<file path="src/rtl/fetch_redirect_ctrl.sv">
// Fetch PC sequencer: picks the next PC among mispredict recovery, predicted
// branches, resolved JALR targets and sequential advance, and runs the stall/flush FSM.
module fetch_redirect_ctrl #(
  parameter logic [31:0] RESET_PC     = 32'h0,
  parameter int          FLUSH_CYCLES = 2,
  parameter int          CNT_W        = 32
) (
  input  logic             clk_in,
  input  logic             rst_in,
  input  logic             rdy_in,
  input  logic             inst_valid,
  input  logic             inst_length,
  input  logic             is_jalr,
  input  logic             foq_full,
  input  logic             need_branch,
  input  logic [31:0]      branch_addr,
  input  logic             predict_fail,
  input  logic [31:0]      fail_addr,
  input  logic             jalr_done,
  input  logic [31:0]      jalr_addr,
  output logic [31:0]      pc_out,
  output logic             fetch_en,
  output logic             flush_out,
  output logic [CNT_W-1:0] mispredict_cnt,
  output logic [CNT_W-1:0] redirect_cnt
);

  typedef enum logic [1:0] {
    RUN,
    WAIT_JALR,
    FLUSH
  } state_t;

  localparam int FC_W = (FLUSH_CYCLES > 1) ? $clog2(FLUSH_CYCLES) : 1;
  localparam logic [FC_W-1:0] FC_RELOAD = FC_W'(FLUSH_CYCLES - 1);

  state_t          state;
  logic [FC_W-1:0] flush_cnt;
  logic            advance;

  assign advance  = inst_valid & ~foq_full & (state == RUN);
  assign fetch_en = (state == RUN);

  // A mispredict overrides everything else in every state, so it is handled
  // ahead of the per-state decisions; counters stick at all-ones.
  always_ff @(posedge clk_in) begin
    if (rst_in) begin
      state          <= RUN;
      pc_out         <= RESET_PC;
      flush_out      <= 1'b0;
      flush_cnt      <= '0;
      mispredict_cnt <= '0;
      redirect_cnt   <= '0;
    end else if (rdy_in) begin
      flush_out <= 1'b0;
      if (predict_fail) begin
        pc_out    <= fail_addr;
        flush_out <= 1'b1;
        flush_cnt <= FC_RELOAD;
        state     <= FLUSH;
        if (mispredict_cnt != '1)
          mispredict_cnt <= mispredict_cnt + CNT_W'(1);
      end else begin
        case (state)
          RUN: begin
            if (advance) begin
              if (is_jalr) begin
                state <= WAIT_JALR;
              end else if (need_branch) begin
                pc_out <= branch_addr;
                if (redirect_cnt != '1)
                  redirect_cnt <= redirect_cnt + CNT_W'(1);
              end else begin
                pc_out <= pc_out + (inst_length ? 32'd4 : 32'd2);
              end
            end
          end
          WAIT_JALR: begin
            if (jalr_done) begin
              pc_out <= jalr_addr & ~32'h1;
              state  <= RUN;
              if (redirect_cnt != '1)
                redirect_cnt <= redirect_cnt + CNT_W'(1);
            end
          end
          FLUSH: begin
            if (flush_cnt == '0)
              state <= RUN;
            else
              flush_cnt <= flush_cnt - FC_W'(1);
          end
          default: state <= RUN;
        endcase
      end
    end
  end

endmodule

</file>
<file path="config.mk">
export PLATFORM = sky130hd
export DESIGN_NAME = fetch_redirect_ctrl
export DESIGN_NICKNAME = d
export VERILOG_FILES = /design/src/rtl/fetch_redirect_ctrl.sv
export SDC_FILE = /design/constraint.sdc
export NUM_CORES = 1
export LEC_CHECK = 0
export CAP_MARGIN = 20
export CELL_PAD_IN_SITES_DETAIL_PLACEMENT = 2
export CELL_PAD_IN_SITES_GLOBAL_PLACEMENT = 2
export CORE_MARGIN = 2
export CORE_UTILIZATION = 28
export DETAILED_ROUTE_END_ITERATION = 7
export GPL_TIMING_DRIVEN = 0
export PLACE_DENSITY_LB_ADDON = 0.1
export SLEW_MARGIN = 30
export SYNTH_ARGS = -nofsm -noshare
export SYNTH_HDL_FRONTEND = slang
export SYNTH_SLANG_ARGS = --single-unit
</file>
<file path="constraint.sdc">
create_clock -name clk_in -period 3.45 [get_ports clk_in]
set_clock_uncertainty 0.2 [all_clocks]
set_input_delay 0.345 -clock clk_in [delete_from_list [all_inputs] [get_ports clk_in]]
set_output_delay 0.345 -clock clk_in [all_outputs]
set_load 0.02 [all_outputs]
</file>
==> flow_summary.toml, run 1 <==
[worst_hold_path]
hp-start = "flush_out"
min_path_type = "flop to flop"
holdPathStages = 2
hold_end = "flush_out"

[routing]
via_count = 7523
drt_first_pass_iters = 4
viasPerCell = 5.743
drt_wl_total_um = 30530
drc = 0
drt-initial-drc-count = 296
drtAntennaViolNets = 0
routedWlPerCell_um = 23.30

[synthesis]
synth-seq-cells = 100
synth_top_area_share_pct = 31.78
synthFlopType = "dfxtp_1"
syn_nets = 926
avgSynthCellArea_um2 = 7.730
synth-edff-count = 0
seq_area_frac_synth_pct = 31.78
synth.area.top_cells = "dfxtp_1 (32%), a21oi_1 (4.9%), o21ai_0 (4.9%)"
synth-warning-count = 0
synth_most_common_cell = "dfxtp_1"
synth_cell_type_count = 79
synth_common_cells = "dfxtp_1 (100), nand2_1 (79), a21oi_1 (62), o21ai_0 (62), nor2_1 (50)"
syn_inst = 815
synth_top_area_cell = "dfxtp_1"
netlist_area_um2 = 6300
async_flop_share_pct = 0

[timing]
maxSlewViolCount = 0
post-route-period-util_pct = 90.24
whs_ns = 0.2760
tightestPinTransition_ns = 0.9236
setup_viol = 0
fmax_mhz = 321.2
post-route-min-period_ns = 3.113
tns_ns = 0
slew_headroom_pct = 38.43
hold_viol_final = 0
rsz0062_at_grt = "false"
worst_slack_ns = 0.3366

[floorplan]
io_pins = 204
rows = 54
die_y_um = 154.0
die_x_um = 154.0
initial_utilization_pct = 28.69
core_area_um2 = 21960
dieArea_um2 = 23710

[setup_path]
worstReg2RegEnd = "pc_out[15]"
crit_fanout = 8
reg2reg_depth = 8
cp.arrival_ns = 3.13
crit_type = "input pin to flop"
cp-end-kind = "flop"
r2r_setup_slack_ns = 0.37
worstSetupStartpointType = "input pin"
required_ns = 3.47
reg2reg_from = "state[1]"

[cts]
cts_sinks = 100
path_clk_slew_ns = 0.07
cts-buffers-inserted = 9
cts_tree = "yes"
clock_latency_ns = 0.36
h-tree-depth = 3
cts_root_buffer = "clkbuf_16"
ctsResizeCount = 0
cts_max_path_buffers = 2
hold_buffers = 0
post_cts_buffers = 0

[placed_design]
dp_hpwl_um = 22790
dp.cells = 1295
gp_congestion = 0.8234
dpl_cell_area_um2 = 8670
numPortBuffers = 200
preCtsSetupSlack_ns = -0.02221

[grt]
grt_usage_pct = 25.77
grt_max_degree = 16
antenna_found_initial = 1
grt_overflow_total = 0
grt_pass1_vias = 7937
grt_pass1_wl_um = 47310

[cells_and_area]
final_cells = 1310
postLayoutCoreUtil_pct = 41.03
nets = 1137
drive_above_1_share_pct = 4.082
design_area_um2 = 9010
syn2layout_area_growth_pct = 43.02

[job]
drv_cap = 0

[power_and_ir_drop]
p_leak_nw = 2.801
p_per_area_nw_per_um2 = 331.4
power_mw = 2.986
ir_drop_mv = 0.1876

[outcome]
outcome = "finished clean"
cell families (layout without fill, tap and decap cells):
group	Yosys count	in the layout	share of synthesized area (%)
AND/OR/NAND/NOR	346	346	29.97
AO/OA/AOI/OAI	238	238	25.22
flip-flops	100	100	31.78
buffers and inverters	80	294	5.224
XOR/XNOR	32	32	4.449
multiplexers	14	14	2.244
adder cells (fa/ha/maj)	5	5	1.112
other	0	1	0
final cells by class:
| class | instances | area, µm² |
|---|---|---|
| multi-input combinational | 635 | 3986 |
| clock inverter | 4 | 98.84 |
| sequential | 100 | 2002 |
| tap | 280 | 350.3 |
| timing repair buffer | 200 | 2002 |
| clock buffer | 10 | 239.0 |
| fill | 2520 | 12950 |
| buffer | 60 | 254.0 |
| antenna | 1 | 2.502 |
| inverter | 20 | 75.07 |
critical path, stage by stage:
cell             delay, ns
clkdlybuf4s50_1       0.48
inv_1                 0.09
ha_1                  0.20
fa_1                  0.28
and4_1                0.21
clkbuf_1              0.41
nand4_1               0.34
or4_1                 0.58
nand3_1               0.10
o21ai_0               0.07
where the power goes:
group | leakage [nW] | switching [mW] | internal, mW | total [mW]
combinational | 1.82 | 0.282 | 0.247 | 0.529
clock | 0.165 | 0.495 | 0.724 | 1.22
sequential | 0.812 | 0.0521 | 1.19 | 1.24
total | 2.80 | 0.829 | 2.16 | 2.99
worst max-delay path by stage:
stage	from	to	slack (ns)	cells past startpoint
6_report	inst_length	pc_out[27]	0.34	10
5_1_grt	state[1]	pc_out[15]	0.05	8
4_1_cts	state[1]	pc_out[15]	0.35	8
3_5_place_dp	inst_length	pc_out[23]	-0.02	10
3_3_place_gp	inst_length	pc_out[27]	0.02	10
2_1_floorplan	pc_out[1]	pc_out[23]	0.93	8
cells in the final DEF (no fill, tap or decap), drive strengths merged, types with 8 or more instances in the layout:
| cell | netlist | layout |
|---|---|---|
| a211oi | 12 | 12 |
| a21oi | 62 | 62 |
| a311oi | 11 | 11 |
| and3 | 13 | 13 |
| and4 | 17 | 17 |
| buf | 14 | 14 |
| clkbuf | 46 | 56 |
| clkdlybuf4s50 | 0 | 200 |
| dfxtp | 100 | 100 |
| inv | 17 | 17 |
| mux2i | 13 | 13 |
| nand2 | 79 | 79 |
| nand3 | 45 | 45 |
| nand4 | 27 | 27 |
| nor2 | 50 | 50 |
| nor3 | 11 | 11 |
| nor4 | 15 | 15 |
| o2111ai | 8 | 8 |
| o211ai | 10 | 10 |
| o21ai | 62 | 62 |
| o31ai | 17 | 17 |
| or3 | 38 | 38 |
| or4 | 22 | 22 |
| xnor2 | 24 | 24 |
| xor2 | 8 | 8 |
metal layers:
| metal | part of all wire (%) | vias to the layer above | wire length [µm] | track usage (%) |
|---|---|---|---|---|
| met5 | 0 | - | 0 | 0 |
| li1 | - | 3511 | - | - |
| met4 | 2.2 | 0 | 657 | 6.765 |
| met2 | 47 | 222 | 14450 | 43.60 |
| met3 | 5.7 | 40 | 1745 | 5.468 |
| met1 | 45 | 3750 | 13670 | 33.30 |
sequential cells by signal, summed over array words and instances (netlist names):
register and count:
mispredict_cnt 32, pc_out 32, redirect_cnt 32, state 2, flush_cnt 1, flush_out 1
Power figures use the tool's default switching activity.
==> inputs of run 2 (changes only) <==
- ABC_AREA: not set -> 1
- CORE_UTILIZATION: 28 -> 26
==> flow_summary.toml, run 2 <==
[cells_and_area]
syn2layout_area_growth_pct = 38.25
seqCellArea_um2 = 2002
nFillCells = 3370
final_cell_mix = "nand2_1 (434), clkdlybuf4s50_1 (201), nor2_1 (172)"
drive_above_1_share_pct = 4.201
final_cells = 1793
diodes = 0
multi_input_area_um2 = 4507
top_regs = "mispredict_cnt (32), pc_out (32), redirect_cnt (32)"
nets = 1558
design_area_um2 = 9926
final_common_cell = "nand2_1"

[routing]
wl_met2_um = 15230
wl_met1_um = 16760
drt_first_pass_iters = 5
routedWlPerCell_um = 18.65
viasPerCell = 4.941
dr_wl_met3_um = 1252
via_count = 8860
drtAntennaViolNets = 0
maxUsedRoutingLayer = "met5"
drt-initial-drc-count = 364
drt_wl_total_um = 33430
drc = 0

[grt]
antenna_found_initial = 1
grt_pass1_wl_um = 53140
grt_max_degree = 19
grt_overflow_total = 0
grt_usage_pct = 23.64
grt_pass1_vias = 9492

[timing]
fmax_mhz = 370.0
tightestPinTransition_ns = 0.8338
setup_viol = 0
slew_headroom_pct = 44.41
rsz0062_at_grt = "false"
whs_ns = 0.2865
post-route-period-util_pct = 78.34
hold_viol_final = 0
post-route-min-period_ns = 2.703
tns_ns = 0
maxSlewViolCount = 0

[floorplan]
io_pins = 204
die_y_um = 170.2
initial_utilization_pct = 26.56
rows = 60
die_x_um = 170.2
dieArea_um2 = 28960
core_area_um2 = 27030

[cts]
post_cts_buffers = 0
cts_max_path_buffers = 2
h-tree-depth = 3
clock_latency_ns = 0.37
path_clk_slew_ns = 0.08
cts_tree = "yes"
cts-buffers-inserted = 9
hold_buffers = 0
cts_root_buffer = "clkbuf_16"
ctsResizeCount = 0
cts_sinks = 100

[synthesis]
synth_compound_area_share_pct = 13.21
synth_mux_area_share_pct = 0
synth_most_common_cell = "nand2_1"
syn_nets = 1346
synth-seq-cells = 100
async_flop_share_pct = 0
synthAdderAreaFrac_pct = 0.9759
synth_cell_type_count = 38
synth.area.top_cells = "dfxtp_1 (28%), nand2_1 (23%), nor2_1 (9.0%)"
netlist_area_um2 = 7179
synth_xor_area_share_pct = 6.954
syn_inst = 1235
synth_top_area_share_pct = 27.88
synth_top_family_by_area = "simple AND/OR/NAND/NOR gates"
synth-warning-count = 0
synthFlopType = "dfxtp_1"
synth-edff-count = 0
synthSimpleGateAreaFrac_pct = 41.63
avgSynthCellArea_um2 = 5.813
synth_common_cells = "nand2_1 (434), nor2_1 (172), a21oi_1 (104), inv_1 (102), dfxtp_1 (100)"
seq_area_frac_synth_pct = 27.88
synth_top_area_cell = "dfxtp_1"

[setup_path]
cp.buffers_inverters = 3
cp.arrival_ns = 2.73
required_ns = 3.47
critPathMaxStageDelay_ns = 0.57
crit_start = "inst_length"
crit_chain = "clkdlybuf4s50_1 -> inv_1 -> ha_1 -> fa_1 -> inv_1 -> nor2_1 -> nand2_1 -> nor2_4 -> nand2_1 -> nor2_1 -> nor2_1 -> o21bai_1 -> nand2_1 -> a21oi_1"
worstSetupStartpointType = "input pin"
reg2reg_from = "pc_out[1]"
crit_type = "input pin to flop"
crit_fanout = 6
slowest_stage = "clkdlybuf4s50_1"
cp_top_family = "simple AND/OR/NAND/NOR gates"
cp-end-kind = "flop"

[placed_design]
numPortBuffers = 201
gp_congestion = 0.8599
dp.cells = 1777
dpl_cell_area_um2 = 9618
dp_hpwl_um = 26990

[power_and_ir_drop]
ir_drop_mv = 0.1777
p_leak_nw = 3.748
p_per_area_nw_per_um2 = 308.3
power_mw = 3.060

[outcome]
outcome = "finished clean"

[worst_hold_path]
min_path_type = "flop to flop"
hp-start = "state[1]"

[job]
drv_cap = 0
==> run 2: cell count changes in the layout (fill, tap and decap cells not counted), moves of 15 or more <==
cell | before | now
nor2_1 | 50 | 172
or4_1 | 21 | 0
a21oi_1 | 62 | 104
nor3_1 | 11 | 31
or3_1 | 38 | 0
o31ai_1 | 16 | 1
and4_1 | 17 | 0
xor2_1 | 8 | 37
inv_1 | 17 | 102
clkbuf_1 | 46 | 28
nand2_1 | 79 | 434
==> run 2: worst reg2reg max path: stages (launching register included) <==
cell      delay, ns
dfxtp_1        0.38
ha_1           0.23
fa_1           0.32
inv_1          0.09
nor2_1         0.10
nand2_1        0.23
nor2_4         0.27
nand2_1        0.08
nor2_1         0.09
nor2_1         0.06
o21bai_1       0.13
nand2_1        0.07
a21oi_1        0.14
==> run 2: cell families after synthesis <==
group / count (synthesis)
flops: 100
compound gates: 181
buf+inv: 161
xor+xnor: 57
fa+ha+maj: 5
simple gates: 731
==> run 2: worst paths after layout <==
path                                    to  slack [ns]  depth (start not counted)
worst min-delay path              state[1]        0.29                          2
worst min register to register    state[1]        0.29                          2
worst max register to register  pc_out[17]        0.98                         12
worst max-delay path            pc_out[17]        0.75                         14
==> run 2: stage by stage <==
| stage | setup slack, ns | util [%] |
|---|---|---|
| finish | 0.7474 | 36.73 |
| global route | 0.5404 | 36.73 |
| CTS | 0.7381 | 36.73 |
| detailed placement | 0.3695 | 35.59 |
| global placement | 0.4146 | 35.59 |
| floorplan | 1.363 | - |
==> run 2: where the power goes <==
| group | leakage (nW) | internal (mW) | switching, mW |
|---|---|---|---|
| sequential | 0.812 | 1.19 | 0.0665 |
| clock | 0.144 | 0.575 | 0.548 |
| combinational | 2.79 | 0.292 | 0.386 |
| total | 3.75 | 2.06 | 1.00 |
==> run 2: final cells by class <==
cell class	instances	share of cell area, %
well taps	341	4.298
inverters	113	4.273
plain buffers	48	2.483
clock buffers	9	2.269
multi-input cells	974	45.41
flip-flops and latches	100	20.17
repair buffers	201	20.27
clock inverters	7	0.8320
==> run 2: layer usage <==
metal	track usage [%]	up-vias
met2	39.54	181
met1	33.02	4327
li1	-	4336
met4	2.861	2
met3	3.535	14
met5	0	-
